File: src/rtl/time_parameter_timer.sv
// time_parameter_timer
//   Stores NUM_PARAMS programmable interval lengths (each with a power-on
//   default), presents the one chosen by interval_code, and runs a countdown
//   timer that the traffic-light FSM starts with the selected interval.
//
// Ports
//   clk                      system clock
//   reset                    asynchronous active-low reset
//   prog_sync                one-cycle programming strobe (already synchronised)
//   time_parameter_selector  index of the parameter to program
//   time_value               value to program (0 restores the default)
//   interval_code            index to read out on value and to start the timer with
//   value                    stored value of param[interval_code], 0 if out of range
//   start_timer              load counter from param[interval_code] and start
//   one_hz_enable            one-cycle tick per second
//   remaining                current counter value
//   busy                     high while counting
//   expired                  one-cycle pulse when the interval ends
//   prog_err                 one-cycle pulse after a write to an out-of-range index
//
// Timer states
//   state  | meaning
//   IDLE   | no interval running, ticks ignored
//   COUNT  | counting down on one_hz_enable, busy high
//   EXPIRE | interval just ended, expired high for this one cycle
module time_parameter_timer #(
    parameter int NUM_PARAMS  = 3,
    parameter int SEL_WIDTH   = 2,
    parameter int VALUE_WIDTH = 4,
    parameter logic [NUM_PARAMS*VALUE_WIDTH-1:0] DEFAULTS = {4'd2, 4'd3, 4'd6}
) (
    input  logic                   clk,
    input  logic                   reset,
    input  logic                   prog_sync,
    input  logic [SEL_WIDTH-1:0]   time_parameter_selector,
    input  logic [VALUE_WIDTH-1:0] time_value,
    input  logic [SEL_WIDTH-1:0]   interval_code,
    output logic [VALUE_WIDTH-1:0] value,
    input  logic                   start_timer,
    input  logic                   one_hz_enable,
    output logic [VALUE_WIDTH-1:0] remaining,
    output logic                   busy,
    output logic                   expired,
    output logic                   prog_err
);

    typedef enum logic [1:0] {
        IDLE   = 2'd0,
        COUNT  = 2'd1,
        EXPIRE = 2'd2
    } state_t;

    state_t                 state;
    state_t                 state_next;
    logic [VALUE_WIDTH-1:0] remaining_next;
    logic [VALUE_WIDTH-1:0] param [NUM_PARAMS];
    logic                   sel_ok;

    // Read mux; codes with no stored parameter read as 0.
    always_comb begin
        value = '0;
        for (int i = 0; i < NUM_PARAMS; i++) begin
            if (interval_code == SEL_WIDTH'(i)) begin
                value = param[i];
            end
        end
    end

    always_comb begin
        sel_ok = 1'b0;
        for (int i = 0; i < NUM_PARAMS; i++) begin
            if (time_parameter_selector == SEL_WIDTH'(i)) begin
                sel_ok = 1'b1;
            end
        end
    end

    // Parameter store. A zero write restores the default so that no interval
    // can ever be programmed to zero length.
    always_ff @(posedge clk or negedge reset) begin
        if (!reset) begin
            for (int i = 0; i < NUM_PARAMS; i++) begin
                param[i] <= DEFAULTS[i*VALUE_WIDTH +: VALUE_WIDTH];
            end
            prog_err <= 1'b0;
        end else begin
            for (int i = 0; i < NUM_PARAMS; i++) begin
                if (prog_sync && (time_parameter_selector == SEL_WIDTH'(i))) begin
                    param[i] <= (time_value != '0) ? time_value
                                                   : DEFAULTS[i*VALUE_WIDTH +: VALUE_WIDTH];
                end
            end
            prog_err <= prog_sync && !sel_ok;
        end
    end

    always_ff @(posedge clk or negedge reset) begin
        if (!reset) begin
            state     <= IDLE;
            remaining <= '0;
        end else begin
            state     <= state_next;
            remaining <= remaining_next;
        end
    end

    // A start always wins over a tick in the same cycle; value is the
    // registered parameter, so a same-edge write is not seen by the load.
    always_comb begin
        state_next     = state;
        remaining_next = remaining;
        if (start_timer) begin
            remaining_next = value;
            state_next     = (value == '0) ? EXPIRE : COUNT;
        end else begin
            case (state)
                COUNT: begin
                    if (one_hz_enable) begin
                        if (remaining > VALUE_WIDTH'(1)) begin
                            remaining_next = remaining - VALUE_WIDTH'(1);
                        end else begin
                            remaining_next = '0;
                            state_next     = EXPIRE;
                        end
                    end
                end
                EXPIRE:  state_next = IDLE;
                default: state_next = IDLE;
            endcase
        end
    end

    assign busy    = (state == COUNT);
    assign expired = (state == EXPIRE);

endmodule

File: config.mk
export PLATFORM = sky130hd
export DESIGN_NAME = time_parameter_timer
export DESIGN_NICKNAME = d
export VERILOG_FILES = /design/src/rtl/time_parameter_timer.sv
export SDC_FILE = /design/constraint.sdc
export NUM_CORES = 1
export LEC_CHECK = 0
export ABC_AREA = 1
export BUFFER_PORTS_ARGS = -buffer_cell sky130_fd_sc_hd__buf_4
export CAP_MARGIN = 20
export CORE_MARGIN = 4
export CORE_UTILIZATION = 35
export DETAILED_ROUTE_END_ITERATION = 7
export GPL_TIMING_DRIVEN = 0
export PLACE_DENSITY = 0.65
export SLEW_MARGIN = 25
export SYNTH_ARGS = -nofsm -noshare
export SYNTH_HDL_FRONTEND = slang
export SYNTH_SLANG_ARGS = --single-unit
File: constraint.sdc
create_clock -name clk -period 1.8 [get_ports clk]
set_input_delay 0.27 -clock clk [delete_from_list [all_inputs] [get_ports clk]]
set_output_delay 0.27 -clock clk [all_outputs]
set_load 0.05 [all_outputs]
==> results.ini, run 1 <==
[critical_path]
crit_path_start_kind=flip-flop
critPathArrivalTime_ns=1.25
reg2reg_to=remaining[1]$_DFFE_PN0P_
worst-path-max-fanout=3
crit_path_top_delay_cell=dfstp_2
required_ns=1.53
slowest_delay_ns=0.55
r2r_start=remaining[0]$_DFFE_PN0P_
path_cells=nand3_1 -> nand3_2 -> buf_4
rr_worst_depth=7
path_class=reg -> out
r2r_setup_slack_ns=0.28
endpoint_kind=output port

[finish]
drive_gt1_share_pct=28.9
multi_input_area_sq_um=453
area_growth_pct=24.7
final_area_sq_um=1260
n_antenna_cell=0
fill_cells=273
layout_common_cells=nand2_1, buf_4, inv_1
fin_util_pct=45.6
register_area_sq_um=482
mostFrequentLayoutCell=nand2_1
nets=168

[cts]
cts_root_buffer=clkbuf_4
cts_sinks=19
insertion_delay_ns=0.29
cts.path.max_buffers=2
cts_buffers=3
cts_tree=yes
path_clk_slew_ns=0.11
cts_max_level=1
ctsResizeCount=0

[placed_design]
gp_congestion=0.836
io_buffer_count=23
dp_hpwl_mm=1.75
placed_area_sq_um=1220

[synth]
yosysWarnings=0
avgSynthCellArea_sq_um=8.14
ys_types=20
synth_seq_cells=19
syn_nets=139
synth_top_area_share_pct=34.7
syn_inst=124
synth.yosys.seq_area_share_pct=47.7
yosys.area.top_type=dfrtp_1
synth.area.top_cells=dfrtp_1, dfstp_2, nand2_1
synth_area_sq_um=1010

[die]
die_x_microns=61.7
rows=19
die_area_sq_um=3810
die_h_microns=61.7
ioPinCount=24
core_sq_um=2760
initial_core_util_pct=36.6

[global_routing]
grt_max_degree=20
gr-usage-met2_pct=21.5
track_usage_pct=12.2
grt_first_pass_wirelength_mm=3.53
antenna_found_initial=0
grt_overflow=0
use_met3_pct=2.89
busiest_layer=met2
use_met1_pct=14.9
grt_pass1_vias=866

[min_path]
min_from=start_timer
hold_path_end=state[0]$_DFFE_PN0P_
hold_path_class=in -> reg
whs_path_depth=3

[power_and_ir_drop]
switching_share_pct=42.8
power_leakage_nw=0.648
comb_power_share_pct=42.1
max-vdd-ir-drop_uv=773
p_switching_mw=0.596
pwr-share-seq_pct=42.1
clockPowerShare_pct=15.7
internal-power_mw=0.795
p_per_area_nw_per_um2=1100

[drt]
routed_via_density=5.01
drt_iter0_drc=36
vias=916
wl_per_cell_microns=12.0
totalWireLength_mm=2.20
firstDrtPassIters=4
final_antenna_net_count=0
drc=0

[sta]
slew-limit-headroom_pct=76.5
max_freq_ghz=0.658
finalCritPeriodShare_pct=84.4
maxSlewViolCount=0
rsz0062_at_grt=false
hold_viol=0
worst_slew_pin_slew_ns=0.351
finalSetupTns_ns=0
finalSetupViolations=0
min_period_ns=1.52
fin_worst_skew_ns=0.00243

[status]
status=completed

[job]
cap_violations=0

## sequential cells by signal (all words and copies together), names as in the netlist
signal,cells
param,12
remaining,4
state,2
prog_err,1
## cell usage after synthesis, drive strengths merged
library cell	instances
nand2	26
inv	20
nand3	18
nor2	15
dfrtp	14
o21ai	8
a31oi	5
dfstp	5
nor3	4
o211ai	3
ha	2
nand4	2
a21oi	1
xor2	1
## how the worst max path moves through the flow
| stage | startpoint | end | slack, ns |
|---|---|---|---|
| finish | param[4]$_DFFE_PN1P_ | value[0] | 0.28 |
| global route | remaining[0]$_DFFE_PN0P_ | remaining[0]$_DFFE_PN0P_ | 0.17 |
| CTS | param[1]$_DFFE_PN1P_ | value[1] | 0.26 |
| detailed placement | remaining[0]$_DFFE_PN0P_ | remaining[0]$_DFFE_PN0P_ | 0.32 |
| global placement | remaining[0]$_DFFE_PN0P_ | remaining[1]$_DFFE_PN0P_ | 0.36 |
| floorplan | remaining[0]$_DFFE_PN0P_ | remaining[1]$_DFFE_PN0P_ | 0.14 |
## stage by stage
stage | power (mW) | std cells | worst slack [ns] | hold slack, ns
floorplan | 0.997 | 124 | 0.140 | -0.0256
detailed placement | 1.18 | 178 | 0.318 | 0.161
CTS | 1.41 | 183 | 0.260 | 0.215
finish | 1.39 | 183 | 0.280 | 0.219
global placement | 1.17 | 178 | 0.358 | 0.157
global route | 1.49 | 183 | 0.166 | 0.225
## layer usage
| metal | part of all wire, % | wire [microns] | up-vias |
|---|---|---|---|
| li1 | - | - | 462 |
| met1 | 46 | 1000 | 432 |
| met2 | 47 | 1030 | 22 |
| met3 | 7.2 | 159 | 0 |
| met4 | 0 | 0 | 0 |
| met5 | 0 | 0 | - |
## final cells by class
class,instances,share of cell area [%]
inverters,20,5.96
clock inverters,1,0.398
repair buffers,24,14.5
clock buffers,3,1.79
well taps,31,3.08
flip-flops and latches,19,38.3
multi-input cells,85,36.0
## critical path, delay by kind of cell, from the launching register on
family | cells | cell delay, ns
flops | 1 | 0.55
simple gates | 2 | 0.20
buf+inv | 1 | 0.20
## power by group through the flow
stage                     Sequential, mW  Combinational [mW]  Clock (mW)
final                              0.586               0.586       0.219
after CTS                          0.586               0.591       0.230
after global routing               0.597               0.641       0.248
after detailed placement           0.594               0.587           0
after floorplan                    0.678               0.319           0
after global placement             0.591               0.575           0
## what timing repair did
| item | in CTS | in global routing |
|---|---|---|
| endpoints found under the hold margin | 14 | 0 |
| setup buffers | 0 | 0 |
| hold buffers | 1 | 0 |
## cells by family after synthesis
family,Yosys count,share of synthesized area (%)
flip-flops,19,47.7
AND/OR/NAND/NOR,65,31.7
AO/OA/AOI/OAI,17,9.79
buffers and inverters,20,7.43
XOR/XNOR,1,0.868
adder cells (fa/ha/maj),2,2.48
(Power assumes the default switching activity.)
==> inputs of run 2 (changes only) <==
==> constraint.sdc (replaced) <==
create_clock -name clk -period 1.5 [get_ports clk]
set_input_delay 0.225 -clock clk [delete_from_list [all_inputs] [get_ports clk]]
set_output_delay 0.225 -clock clk [all_outputs]
set_load 0.05 [all_outputs]
==> results.ini, run 2 (synthesis results as in run 1) <==
[status]
status=completed

[placed_design]
placed_area_sq_um=1230  ; +0.51%
post-place-ws_ns=0.0868  ; -0.232 ns
dp_hpwl_mm=1.80  ; +2.9%
gp_congestion=0.848  ; +1.5%
place_inst=178  ; unchanged
io_buffer_count=23  ; unchanged

[global_routing]
antenna_found_initial=0  ; unchanged
grt_max_degree=20  ; unchanged
grt_overflow=0  ; unchanged
track_usage_pct=13.6  ; +1.4 points
grt_first_pass_wirelength_mm=3.93  ; +12%
grt_pass1_vias=956  ; +10%

[sta]
maxSlewViolCount=0  ; unchanged
finalSetupViolations=0  ; unchanged
min_period_ns=1.45
worst_slew_pin_slew_ns=0.311  ; -0.0399 ns
fin_worst_skew_ns=0.00319  ; +0.000764 ns
fin_ws_ns=0.0526  ; -0.228 ns
hold_viol=0  ; unchanged
finalCritPeriodShare_pct=96.5
slew-limit-headroom_pct=79.2  ; +2.7 points
max_freq_ghz=0.691

[power_and_ir_drop]
clockPowerShare_pct=15.4  ; -0.3 points
p_per_area_nw_per_um2=1330  ; +20%
total_power_mw=1.71  ; +23%
internal-power_mw=0.981  ; +23%
pwr-share-seq_pct=41.3  ; -0.8 points
max-vdd-ir-drop_uv=753  ; -2.6%
switching_share_pct=42.6  ; -0.26 points
power_leakage_nw=0.650  ; +0.18%
comb_power_share_pct=43.3  ; +1.2 points
p_switching_mw=0.727  ; +22%

[cts]
cts_max_level=1  ; unchanged
postCtsSetupRepairBufs=0  ; unchanged
path_clk_slew_ns=0.11  ; about the same
cts_tree=yes
cts_root_buffer=clkbuf_4
insertion_delay_ns=0.30  ; about the same
cts_buffers=3  ; unchanged
cts.path.max_buffers=2  ; unchanged
cts_sinks=19  ; unchanged

[die]
rows=19  ; unchanged
core_sq_um=2760  ; unchanged
ioPinCount=24  ; unchanged
die_x_microns=61.7  ; unchanged
die_area_sq_um=3810  ; unchanged
initial_core_util_pct=36.6  ; unchanged
die_h_microns=61.7  ; unchanged

[finish]
drive_gt1_share_pct=30.9  ; +2.0 points
final_area_sq_um=1280  ; +2.1%
reg_top3=param: 12 flops, remaining: 4 flops, state: 2 flops
layout_common_cells=nand2_1, buf_4, inv_1, nand3_1, nor2_1
area_growth_pct=27.3
largest_reg_flops=12  ; unchanged
nets=168  ; unchanged
n_antenna_cell=0  ; unchanged
largest_register=param
mostFrequentLayoutCell=nand2_1
final_cells=183  ; unchanged

[critical_path]
path_class=reg -> out
r2r_setup_slack_ns=0.13  ; -0.15 ns
critPathArrivalTime_ns=1.22  ; -0.03 ns
reg2reg_to=remaining[0]$_DFFE_PN0P_
worst-path-max-fanout=3  ; unchanged
endpoint_kind=output port
crit_path_start_kind=flip-flop
required_ns=1.27  ; -0.26 ns
rr_worst_depth=7  ; unchanged
r2r_start=remaining[0]$_DFFE_PN0P_

[min_path]
whs_path_depth=3  ; unchanged
min_from=start_timer
hold_path_end=state[0]$_DFFE_PN0P_
hold_path_class=in -> reg

[drt]
routed_via_density=5.00  ; -0.11%
vias=915  ; -0.11%
wl_per_cell_microns=12.5  ; +4.3%
totalWireLength_mm=2.29  ; +4.3%
drt_iter0_drc=70  ; +94%
final_antenna_net_count=0  ; unchanged
firstDrtPassIters=4  ; unchanged
drc=0  ; unchanged

[job]
cap_violations=0  ; unchanged

## run 2: cell count changes in the layout (fill, tap and decap cells not counted), moves of 2 or more
cell and delta:
buf_4 -3, buf_8 +2, dfrtp_1 -2, dfrtp_2 +2
## run 2: worst max-delay path, stage by stage, from the launching register on
cell and delay, ns:
dfstp_2 0.55, nand3_1 0.09, nand3_2 0.13, buf_8 0.15
## run 2: worst max-delay path by stage
stage,to,depth (start not counted),from
after floorplan,remaining[3]$_DFFE_PN0P_,6,state[1]$_DFFE_PN0P_
after global placement,remaining[1]$_DFFE_PN0P_,7,remaining[0]$_DFFE_PN0P_
after detailed placement,remaining[0]$_DFFE_PN0P_,7,remaining[0]$_DFFE_PN0P_
after CTS,value[1],3,param[1]$_DFFE_PN1P_
after global routing,value[0],3,param[4]$_DFFE_PN1P_
final,value[1],3,param[1]$_DFFE_PN1P_
## run 2: layout make-up
class                           instances  area (sq um)
Inverter                               20          75.1
Multi-Input combinational cell         85           459
Fill cell                             289          1470
Tap cell                               31          38.8
Sequential cell                        19           484
Clock buffer                            4          26.3
Timing Repair Buffer                   24           201
## run 2: through the flow
| stage | setup TNS (ns) | hold WS, ns | utilization (%) |
|---|---|---|---|
| 6_report | 0 | 0.190 | 46.6 |
| 5_1_grt | -0.0110 | 0.196 | 46.6 |
| 4_1_cts | 0 | 0.178 | 45.8 |
| 3_5_place_dp | 0 | 0.116 | 44.5 |
| 3_3_place_gp | 0 | 0.113 | 44.5 |
| 2_1_floorplan | 0 | -0.0706 | - |
## run 2: timing repair
action	in CTS	in global routing
endpoints found under the hold margin	14	0
hold buffers	1	0
resized for setup	0	6
endpoints found under the setup margin	0	6
## run 2: routing by layer
metal  wire length (microns)  part of all wire (%)  GRT usage (%)
met2                    1120                    49           23.9
met3                     154                   6.7           2.69
met4                      11                  0.48           4.24
met1                    1010                    44           16.8
met5                       0                     0              0
## run 2: power by group through the flow
stage | Combinational (mW) | Clock, mW | Sequential, mW
2_1_floorplan | 0.394 | 0 | 0.817
3_3_place_gp | 0.701 | 0 | 0.712
3_5_place_dp | 0.719 | 0 | 0.716
4_1_cts | 0.724 | 0.274 | 0.707
5_1_grt | 0.815 | 0.296 | 0.719
6_report | 0.739 | 0.264 | 0.705
